## config.mk

```make
export PLATFORM = sky130hd
export DESIGN_NAME = alu_rr_scheduler_flat
export DESIGN_NICKNAME = d
export VERILOG_FILES = /design/src/rtl/alu_pkg.sv /design/src/rtl/alu_rr_scheduler_if.sv /design/src/rtl/alu.sv /design/src/rtl/alu_rr_scheduler.sv /design/src/flat_wrapper.sv
export SDC_FILE = /design/constraint.sdc
export NUM_CORES = 1
export LEC_CHECK = 0
export CORE_MARGIN = 2
export CORE_UTILIZATION = 50
export CTS_BUF_LIST = sky130_fd_sc_hd__clkbuf_4 sky130_fd_sc_hd__clkbuf_8 sky130_fd_sc_hd__clkbuf_16
export DETAILED_ROUTE_END_ITERATION = 8
export GPL_ROUTABILITY_DRIVEN = 0
export PLACE_DENSITY = 0.89
export REMOVE_ABC_BUFFERS = 1
export SKIP_CTS_REPAIR_TIMING = 1
export SYNTH_ARGS = -nofsm -noshare
export SYNTH_HDL_FRONTEND = slang
export SYNTH_HIERARCHICAL = 1
export SYNTH_SLANG_ARGS = --single-unit
```

## constraint.sdc

```tcl
create_clock -name clk -period 3.9 [get_ports clk]
set_clock_uncertainty 0.15 [all_clocks]
set_input_delay 0.78 -clock clk [delete_from_list [all_inputs] [get_ports clk]]
set_output_delay 0.78 -clock clk [all_outputs]
set_load 0.05 [all_outputs]
```

## src/rtl/alu_pkg.sv

```systemverilog
// Shared opcode values and scheduler state encoding for the shared-ALU scheduler.
package alu_pkg;

    localparam logic [2:0] OP_ADD = 3'd0;
    localparam logic [2:0] OP_SUB = 3'd1;
    localparam logic [2:0] OP_AND = 3'd2;
    localparam logic [2:0] OP_OR  = 3'd3;
    localparam logic [2:0] OP_XOR = 3'd4;
    localparam logic [2:0] OP_SLL = 3'd5;
    localparam logic [2:0] OP_SRL = 3'd6;

    typedef enum logic [1:0] {
        IDLE = 2'd0,
        EXEC = 2'd1,
        RESP = 2'd2
    } state_t;

endpackage

```

## src/rtl/alu_rr_scheduler_if.sv

```systemverilog
// Request/response bundle between the datapath clients and the shared-ALU scheduler.
interface alu_rr_scheduler_if #(
    parameter int WIDTH   = 8,
    parameter int NUM_REQ = 4
);
    localparam int ID_W = $clog2(NUM_REQ);

    logic [NUM_REQ-1:0]       req_valid;
    logic [NUM_REQ-1:0]       req_ready;
    logic [NUM_REQ*WIDTH-1:0] req_a;
    logic [NUM_REQ*WIDTH-1:0] req_b;
    logic [NUM_REQ*3-1:0]     req_op;
    logic                     rsp_valid;
    logic                     rsp_ready;
    logic [ID_W-1:0]          rsp_id;
    logic [WIDTH-1:0]         rsp_result;
    logic                     rsp_zero;

    modport master (
        output req_valid, req_a, req_b, req_op, rsp_ready,
        input  req_ready, rsp_valid, rsp_id, rsp_result, rsp_zero
    );

    modport slave (
        input  req_valid, req_a, req_b, req_op, rsp_ready,
        output req_ready, rsp_valid, rsp_id, rsp_result, rsp_zero
    );

endinterface

```

## src/rtl/alu.sv

```systemverilog
// Combinational ALU; arithmetic wraps and shift amounts use only b[2:0].
module alu
    import alu_pkg::*;
#(
    parameter int WIDTH = 8
) (
    input  logic [WIDTH-1:0] a,
    input  logic [WIDTH-1:0] b,
    input  logic [2:0]       op,
    output logic [WIDTH-1:0] y
);

    always_comb begin
        y = '0;
        case (op)
            OP_ADD:  y = a + b;
            OP_SUB:  y = a - b;
            OP_AND:  y = a & b;
            OP_OR:   y = a | b;
            OP_XOR:  y = a ^ b;
            OP_SLL:  y = a << b[2:0];
            OP_SRL:  y = a >> b[2:0];
            default: y = '0;
        endcase
    end

endmodule

```

## src/rtl/alu_rr_scheduler.sv

```systemverilog
// Round-robin scheduler sharing one ALU among NUM_REQ requesters, one job in flight.
//
// state | meaning
// IDLE  | search for a valid requester from rr_ptr, accept and latch its operands
// EXEC  | latched operands drive the alu, result registered into rsp_*
// RESP  | rsp_* held until rsp_ready; no grant in this state
module alu_rr_scheduler
    import alu_pkg::*;
#(
    parameter int WIDTH   = 8,
    parameter int NUM_REQ = 4
) (
    input logic               clk,
    input logic               rst_n,
    alu_rr_scheduler_if.slave bus
);

    localparam int              ID_W    = $clog2(NUM_REQ);
    localparam logic [ID_W-1:0] LAST_ID = ID_W'(NUM_REQ - 1);

    state_t              state;
    state_t              state_nxt;
    logic [ID_W-1:0]     rr_ptr;
    logic [ID_W-1:0]     rr_ptr_nxt;
    logic [ID_W-1:0]     probe;
    logic [ID_W-1:0]     grant_id;
    logic                grant_hit;
    logic [NUM_REQ-1:0]  ready_c;
    logic                load_req;
    logic                load_rsp;

    logic [WIDTH-1:0]    in_a [NUM_REQ];
    logic [WIDTH-1:0]    in_b [NUM_REQ];
    logic [2:0]          in_op [NUM_REQ];

    logic [WIDTH-1:0]    lat_a;
    logic [WIDTH-1:0]    lat_b;
    logic [2:0]          lat_op;
    logic [ID_W-1:0]     lat_id;
    logic [WIDTH-1:0]    alu_y;

    logic                rsp_valid_q;
    logic [ID_W-1:0]     rsp_id_q;
    logic [WIDTH-1:0]    rsp_result_q;
    logic                rsp_zero_q;

    for (genvar i = 0; i < NUM_REQ; i++) begin : g_unpack
        assign in_a[i]  = bus.req_a[i*WIDTH +: WIDTH];
        assign in_b[i]  = bus.req_b[i*WIDTH +: WIDTH];
        assign in_op[i] = bus.req_op[i*3 +: 3];
    end

    // Wrap by compare so non-power-of-two NUM_REQ never probes a missing requester.
    always_comb begin
        grant_hit = 1'b0;
        grant_id  = '0;
        probe     = rr_ptr;
        for (int k = 0; k < NUM_REQ; k++) begin
            if (!grant_hit && bus.req_valid[probe]) begin
                grant_hit = 1'b1;
                grant_id  = probe;
            end
            probe = (probe == LAST_ID) ? '0 : probe + 1'b1;
        end
    end

    assign rr_ptr_nxt = (grant_id == LAST_ID) ? '0 : grant_id + 1'b1;

    always_comb begin
        state_nxt = state;
        ready_c   = '0;
        load_req  = 1'b0;
        load_rsp  = 1'b0;
        case (state)
            IDLE: begin
                if (grant_hit) begin
                    ready_c[grant_id] = 1'b1;
                    load_req          = 1'b1;
                    state_nxt         = EXEC;
                end
            end
            EXEC: begin
                load_rsp  = 1'b1;
                state_nxt = RESP;
            end
            RESP: begin
                if (bus.rsp_ready) begin
                    state_nxt = IDLE;
                end
            end
            default: state_nxt = IDLE;
        endcase
        if (!rst_n) begin
            ready_c = '0;
        end
    end

    always_ff @(posedge clk) begin
        if (!rst_n) begin
            state        <= IDLE;
            rr_ptr       <= '0;
            lat_a        <= '0;
            lat_b        <= '0;
            lat_op       <= '0;
            lat_id       <= '0;
            rsp_valid_q  <= 1'b0;
            rsp_id_q     <= '0;
            rsp_result_q <= '0;
            rsp_zero_q   <= 1'b0;
        end else begin
            state <= state_nxt;
            if (load_req) begin
                lat_a  <= in_a[grant_id];
                lat_b  <= in_b[grant_id];
                lat_op <= in_op[grant_id];
                lat_id <= grant_id;
                rr_ptr <= rr_ptr_nxt;
            end
            if (load_rsp) begin
                rsp_valid_q  <= 1'b1;
                rsp_id_q     <= lat_id;
                rsp_result_q <= alu_y;
                rsp_zero_q   <= (alu_y == '0);
            end else if (state == RESP && bus.rsp_ready) begin
                rsp_valid_q <= 1'b0;
            end
        end
    end

    alu #(
        .WIDTH (WIDTH)
    ) u_alu (
        .a  (lat_a),
        .b  (lat_b),
        .op (lat_op),
        .y  (alu_y)
    );

    assign bus.req_ready  = ready_c;
    assign bus.rsp_valid  = rsp_valid_q;
    assign bus.rsp_id     = rsp_id_q;
    assign bus.rsp_result = rsp_result_q;
    assign bus.rsp_zero   = rsp_zero_q;

endmodule

```

## src/flat_wrapper.sv

```systemverilog
// flat-port wrapper written by rule: the top's interface ports become plain ports
module alu_rr_scheduler_flat import alu_pkg::*;
#(
    parameter int WIDTH   = 8,
    parameter int NUM_REQ = 4
)
  (clk, rst_n, bus_req_valid, bus_req_a, bus_req_b, bus_req_op, bus_rsp_ready, bus_req_ready, bus_rsp_valid, bus_rsp_id, bus_rsp_result, bus_rsp_zero);
  alu_rr_scheduler_if #(.WIDTH(WIDTH), .NUM_REQ(NUM_REQ)) bus_i ();
  input logic clk;
  input logic rst_n;
  input wire logic [$bits(bus_i.req_valid)-1:0] bus_req_valid;
  input wire logic [$bits(bus_i.req_a)-1:0] bus_req_a;
  input wire logic [$bits(bus_i.req_b)-1:0] bus_req_b;
  input wire logic [$bits(bus_i.req_op)-1:0] bus_req_op;
  input wire logic [$bits(bus_i.rsp_ready)-1:0] bus_rsp_ready;
  output wire logic [$bits(bus_i.req_ready)-1:0] bus_req_ready;
  output wire logic [$bits(bus_i.rsp_valid)-1:0] bus_rsp_valid;
  output wire logic [$bits(bus_i.rsp_id)-1:0] bus_rsp_id;
  output wire logic [$bits(bus_i.rsp_result)-1:0] bus_rsp_result;
  output wire logic [$bits(bus_i.rsp_zero)-1:0] bus_rsp_zero;
  assign bus_i.req_valid = bus_req_valid;
  assign bus_i.req_a = bus_req_a;
  assign bus_i.req_b = bus_req_b;
  assign bus_i.req_op = bus_req_op;
  assign bus_i.rsp_ready = bus_rsp_ready;
  assign bus_req_ready = bus_i.req_ready;
  assign bus_rsp_valid = bus_i.rsp_valid;
  assign bus_rsp_id = bus_i.rsp_id;
  assign bus_rsp_result = bus_i.rsp_result;
  assign bus_rsp_zero = bus_i.rsp_zero;
  alu_rr_scheduler #(.WIDTH(WIDTH), .NUM_REQ(NUM_REQ)) u_core (.clk(clk), .rst_n(rst_n), .bus(bus_i));
endmodule
```

==> metrics.md <==
| Metric | Value |
|---|---|
| Pre-antenna DRT Iters | 6 |
| Synth area leaders | dfxtp_1 20%, mux2i_1 11%, ha_1 9.0% |
| Cell with the biggest individual delay on the critical path | dfxtp_1 |
| M3 GR Usage | 0.0359 |
| Most numerous cell in the Yosys netlist | nand2_1 |
| Max Buffers Root-to-Sink | 2 |
| Initial Utilization | 0.518 |
| Vias in the first global route | 3942 |
| DR WL/cell | 18.6 um |
| End point of the critical path | bus_req_ready[3] |
| Yosys Warn Count | 6 |
| Core box area | 0.00725 mm2 |
| Worst Hold Class | flip-flop to flip-flop |
| Reg2Reg Setup Slack | 680 ps |
| Clock Root Buffer | clkbuf_8 |
| N_diodes | 0 |
| Reg clk slew, reported paths | 80 ps |
| # DRC | 0 |
| Leakage | 1.96 nW |
| Final hold violation count | 0 |
| Arr. time, crit path | 2910 ps |
| Die Wd | 90.7 um |
| Asr flop ratio synth | 0 |
| Grt ovf | 0 |
| CTS tree | done |
| Average footprint of a synthesized cell | 8.36 um2 |
| All-Layer GR Usage | 0.279 |
| Sum of buffers and inverters on the critical path | 2 |
| CP Depth | 10 |
| Setup CP Type | flip-flop to output pin |
| CTS Buf Count | 5 |
| ANT nets after route | 0 |
| Final Max Tran Viols | 0 |
| Period minus WS final | 3840 ps |
| Fmax | 261 MHz |
| Die area | 0.00822 mm2 |
| IO Port Bufs | 98 |
| Initial antenna violation count | 0 |
| CTS sink count | 37 |
| Critical Path End Type | output pin |
| Most frequent CP cell | ha_1 |
| Synth Flop Type | dfxtp_1 |
| Die Span Y | 90.7 um |
| DP HPWL | 8890 um |
| Worst Reg2Reg Path Length in Cells | 8 |
| Busiest grt layer | met2 |
| DRT Wirelength | 12000 um |
| Fin nets | 658 |
| Reg2reg end | u_core/lat_b[3] |
| Number of distinct library cells after synthesis | 75 |
| Worst reg2reg path startpoint | u_core/rr_ptr[1] |
| Max stage delay on crit path | 500 ps |
| Top-area cell type share of the netlist area | 0.197 |
| Total power | 3.96 mW |
| Worst Tran Pin Value | 802 ps |
| Met2 Use GR | 0.499 |
| Multi-input logic area | 0.00278 mm2 |
| Cell row count | 31 |
| EDFF count, synth | 0 |
| Share of layout cells above drive strength 1 | 0.124 |
| Most frequent cells after synthesis | 46 x nand2_1, 41 x mux2i_1, 37 x dfxtp_1 |
| Pwr per Cell Area | 785 mW/mm2 |
| CP max FO | 7 |
| Period utilisation layout | 0.984 |
| Worst Setup SP | u_core/rr_ptr[1] |
| Max-cap viol count | 0 |
| Synth Cell Area | 0.00375 mm2 |
| Largest net degree at the start of global routing | 22 |
| Clock Latency Late Sink | 290 ps |
| M1 GR Usage | 0.330 |
| Setup crit start kind | flip-flop |
| Cell Chain, Critical Path | ha_1 > mux2_1 > mux2i_2 > o2111ai_2 > a21boi_2 > nor2_2 > inv_1 > ha_1 > and2_4 > buf_12 |
| Family with the most delay on the worst path | multiplexers |
| Cell taking the most area after synthesis | dfxtp_1 |
| Number of fillers in the final layout | 548 |
| FF/Latch Area | 742 um2 |
| Slew headroom | 0.464 |
| #FFs+latches synth | 37 |
| Seq/Total Area, Yosys | 0.197 |
| Worst IR Drop VDD | 0.000481 V |
| Synth Instances | 449 |
| DR vias | 4062 |
| Status | finished, final reports clean |
| Setup violations, final | 0 |
| Post-Route Utilization | 0.695 |
| I/O pins | 99 |
| Level count of the clock H-tree | 2 |
| First-pass GRT wire length | 18800 um |
| Worst EP required | 2970 ps |
| Vias per cell | 6.28 |
| DRT iter0 DRCs | 505 |
| P&R area growth vs syn | 34.2% |
per-stage QoR:
| stage | TNS (ps) | cell area [um2] | worst slack (ps) | hold WS [ps] | instances |
|---|---|---|---|---|---|
| global placement | 0 | 4870 | 86.8 | 298 | 638 |
| CTS | -84.3 | 4980 | -77.3 | 312 | 646 |
| floorplan | -302 | 3570 | -117 | 282 | 417 |
| finish | 0 | 5040 | 61.6 | 310 | 647 |
| detailed placement | -27.7 | 4870 | -27.7 | 301 | 638 |
| global route | -72.3 | 5040 | -50.1 | 339 | 647 |
flip-flops by register name, indices dropped and copies added, names as in the netlist:
name                   flops
u_core/bus.rsp_result      8
u_core/rr_ptr              2
u_core/bus.rsp_id          2
u_core/lat_id              2
u_core/bus.rsp_valid       1
u_core/bus.rsp_zero        1
u_core/lat_a               8
u_core/state               2
u_core/lat_op              3
u_core/lat_b               8
report_power, final:
group	leakage, nW	switching (mW)	internal [mW]
Combinational	1.60	1.65	1.29
Sequential	0.304	0.173	0.504
Clock	0.0585	0.152	0.192
worst reg2reg max path, delay by kind of cell (launching register included):
family,cells,cell delay [ps]
adders and majority gates,1,380
buffers and inverters,1,340
DFF,1,500
AOI/OAI and AO/OA,3,700
muxes,3,1000
placed cells by master (no fill, tap or decap), types with 3 or more instances in the layout:
cell	n
o211ai_1	11
mux2i_1	40
o31ai_1	3
dlymetal6s2s_1	4
xnor2_1	8
dfxtp_1	36
nand2_1	46
o21ai_0	17
mux4_2	6
inv_1	20
o221ai_1	9
a21oi_1	32
clkdlybuf4s50_1	90
nor2_1	15
o21a_1	3
nand2b_1	6
a22oi_1	7
nor4_1	5
a31oi_1	6
nand3_1	21
nand3b_1	6
o22ai_1	7
a211o_1	4
nor2b_1	6
clkbuf_8	5
buf_4	26
a21bo_1	10
mux2_2	3
and2_1	3
ha_1	27
nor3_1	4
worst min-delay path by stage:
stage	start	end	depth (start not counted)
floorplan	u_core/lat_id[0]	u_core/bus.rsp_id[0]	2
global placement	u_core/bus.rsp_result[4]	u_core/bus.rsp_result[4]	2
detailed placement	u_core/bus.rsp_id[1]	u_core/bus.rsp_id[1]	2
CTS	u_core/bus.rsp_id[1]	u_core/bus.rsp_id[1]	2
global route	u_core/bus.rsp_result[4]	u_core/bus.rsp_result[4]	2
finish	u_core/bus.rsp_id[1]	u_core/bus.rsp_id[1]	2
final cells by class:
| type | instances | share of cell area |
|---|---|---|
| Multi-Input combinational cell | 358 | 0.552 |
| Timing Repair Buffer | 123 | 0.238 |
| Sequential cell | 37 | 0.147 |
| Tap cell | 99 | 0.0246 |
| Inverter | 22 | 0.0164 |
| Clock buffer | 5 | 0.0137 |
| Clock inverter | 3 | 0.00869 |
cells by family after synthesis:
family | count (synthesis) | share of synthesized area
mux | 51 | 0.157
fa+ha+maj | 28 | 0.0953
simple gates | 133 | 0.193
buf+inv | 54 | 0.0710
xor+xnor | 10 | 0.0253
flops | 37 | 0.197
compound gates | 136 | 0.261
per-layer routing:
layer	vias up	wire length, um
met5	-	0
met4	0	569
met3	64	958
met2	270	5990
met1	1853	4510
li1	1875	-
No activity file was read; power rests on OpenSTA's default activity.
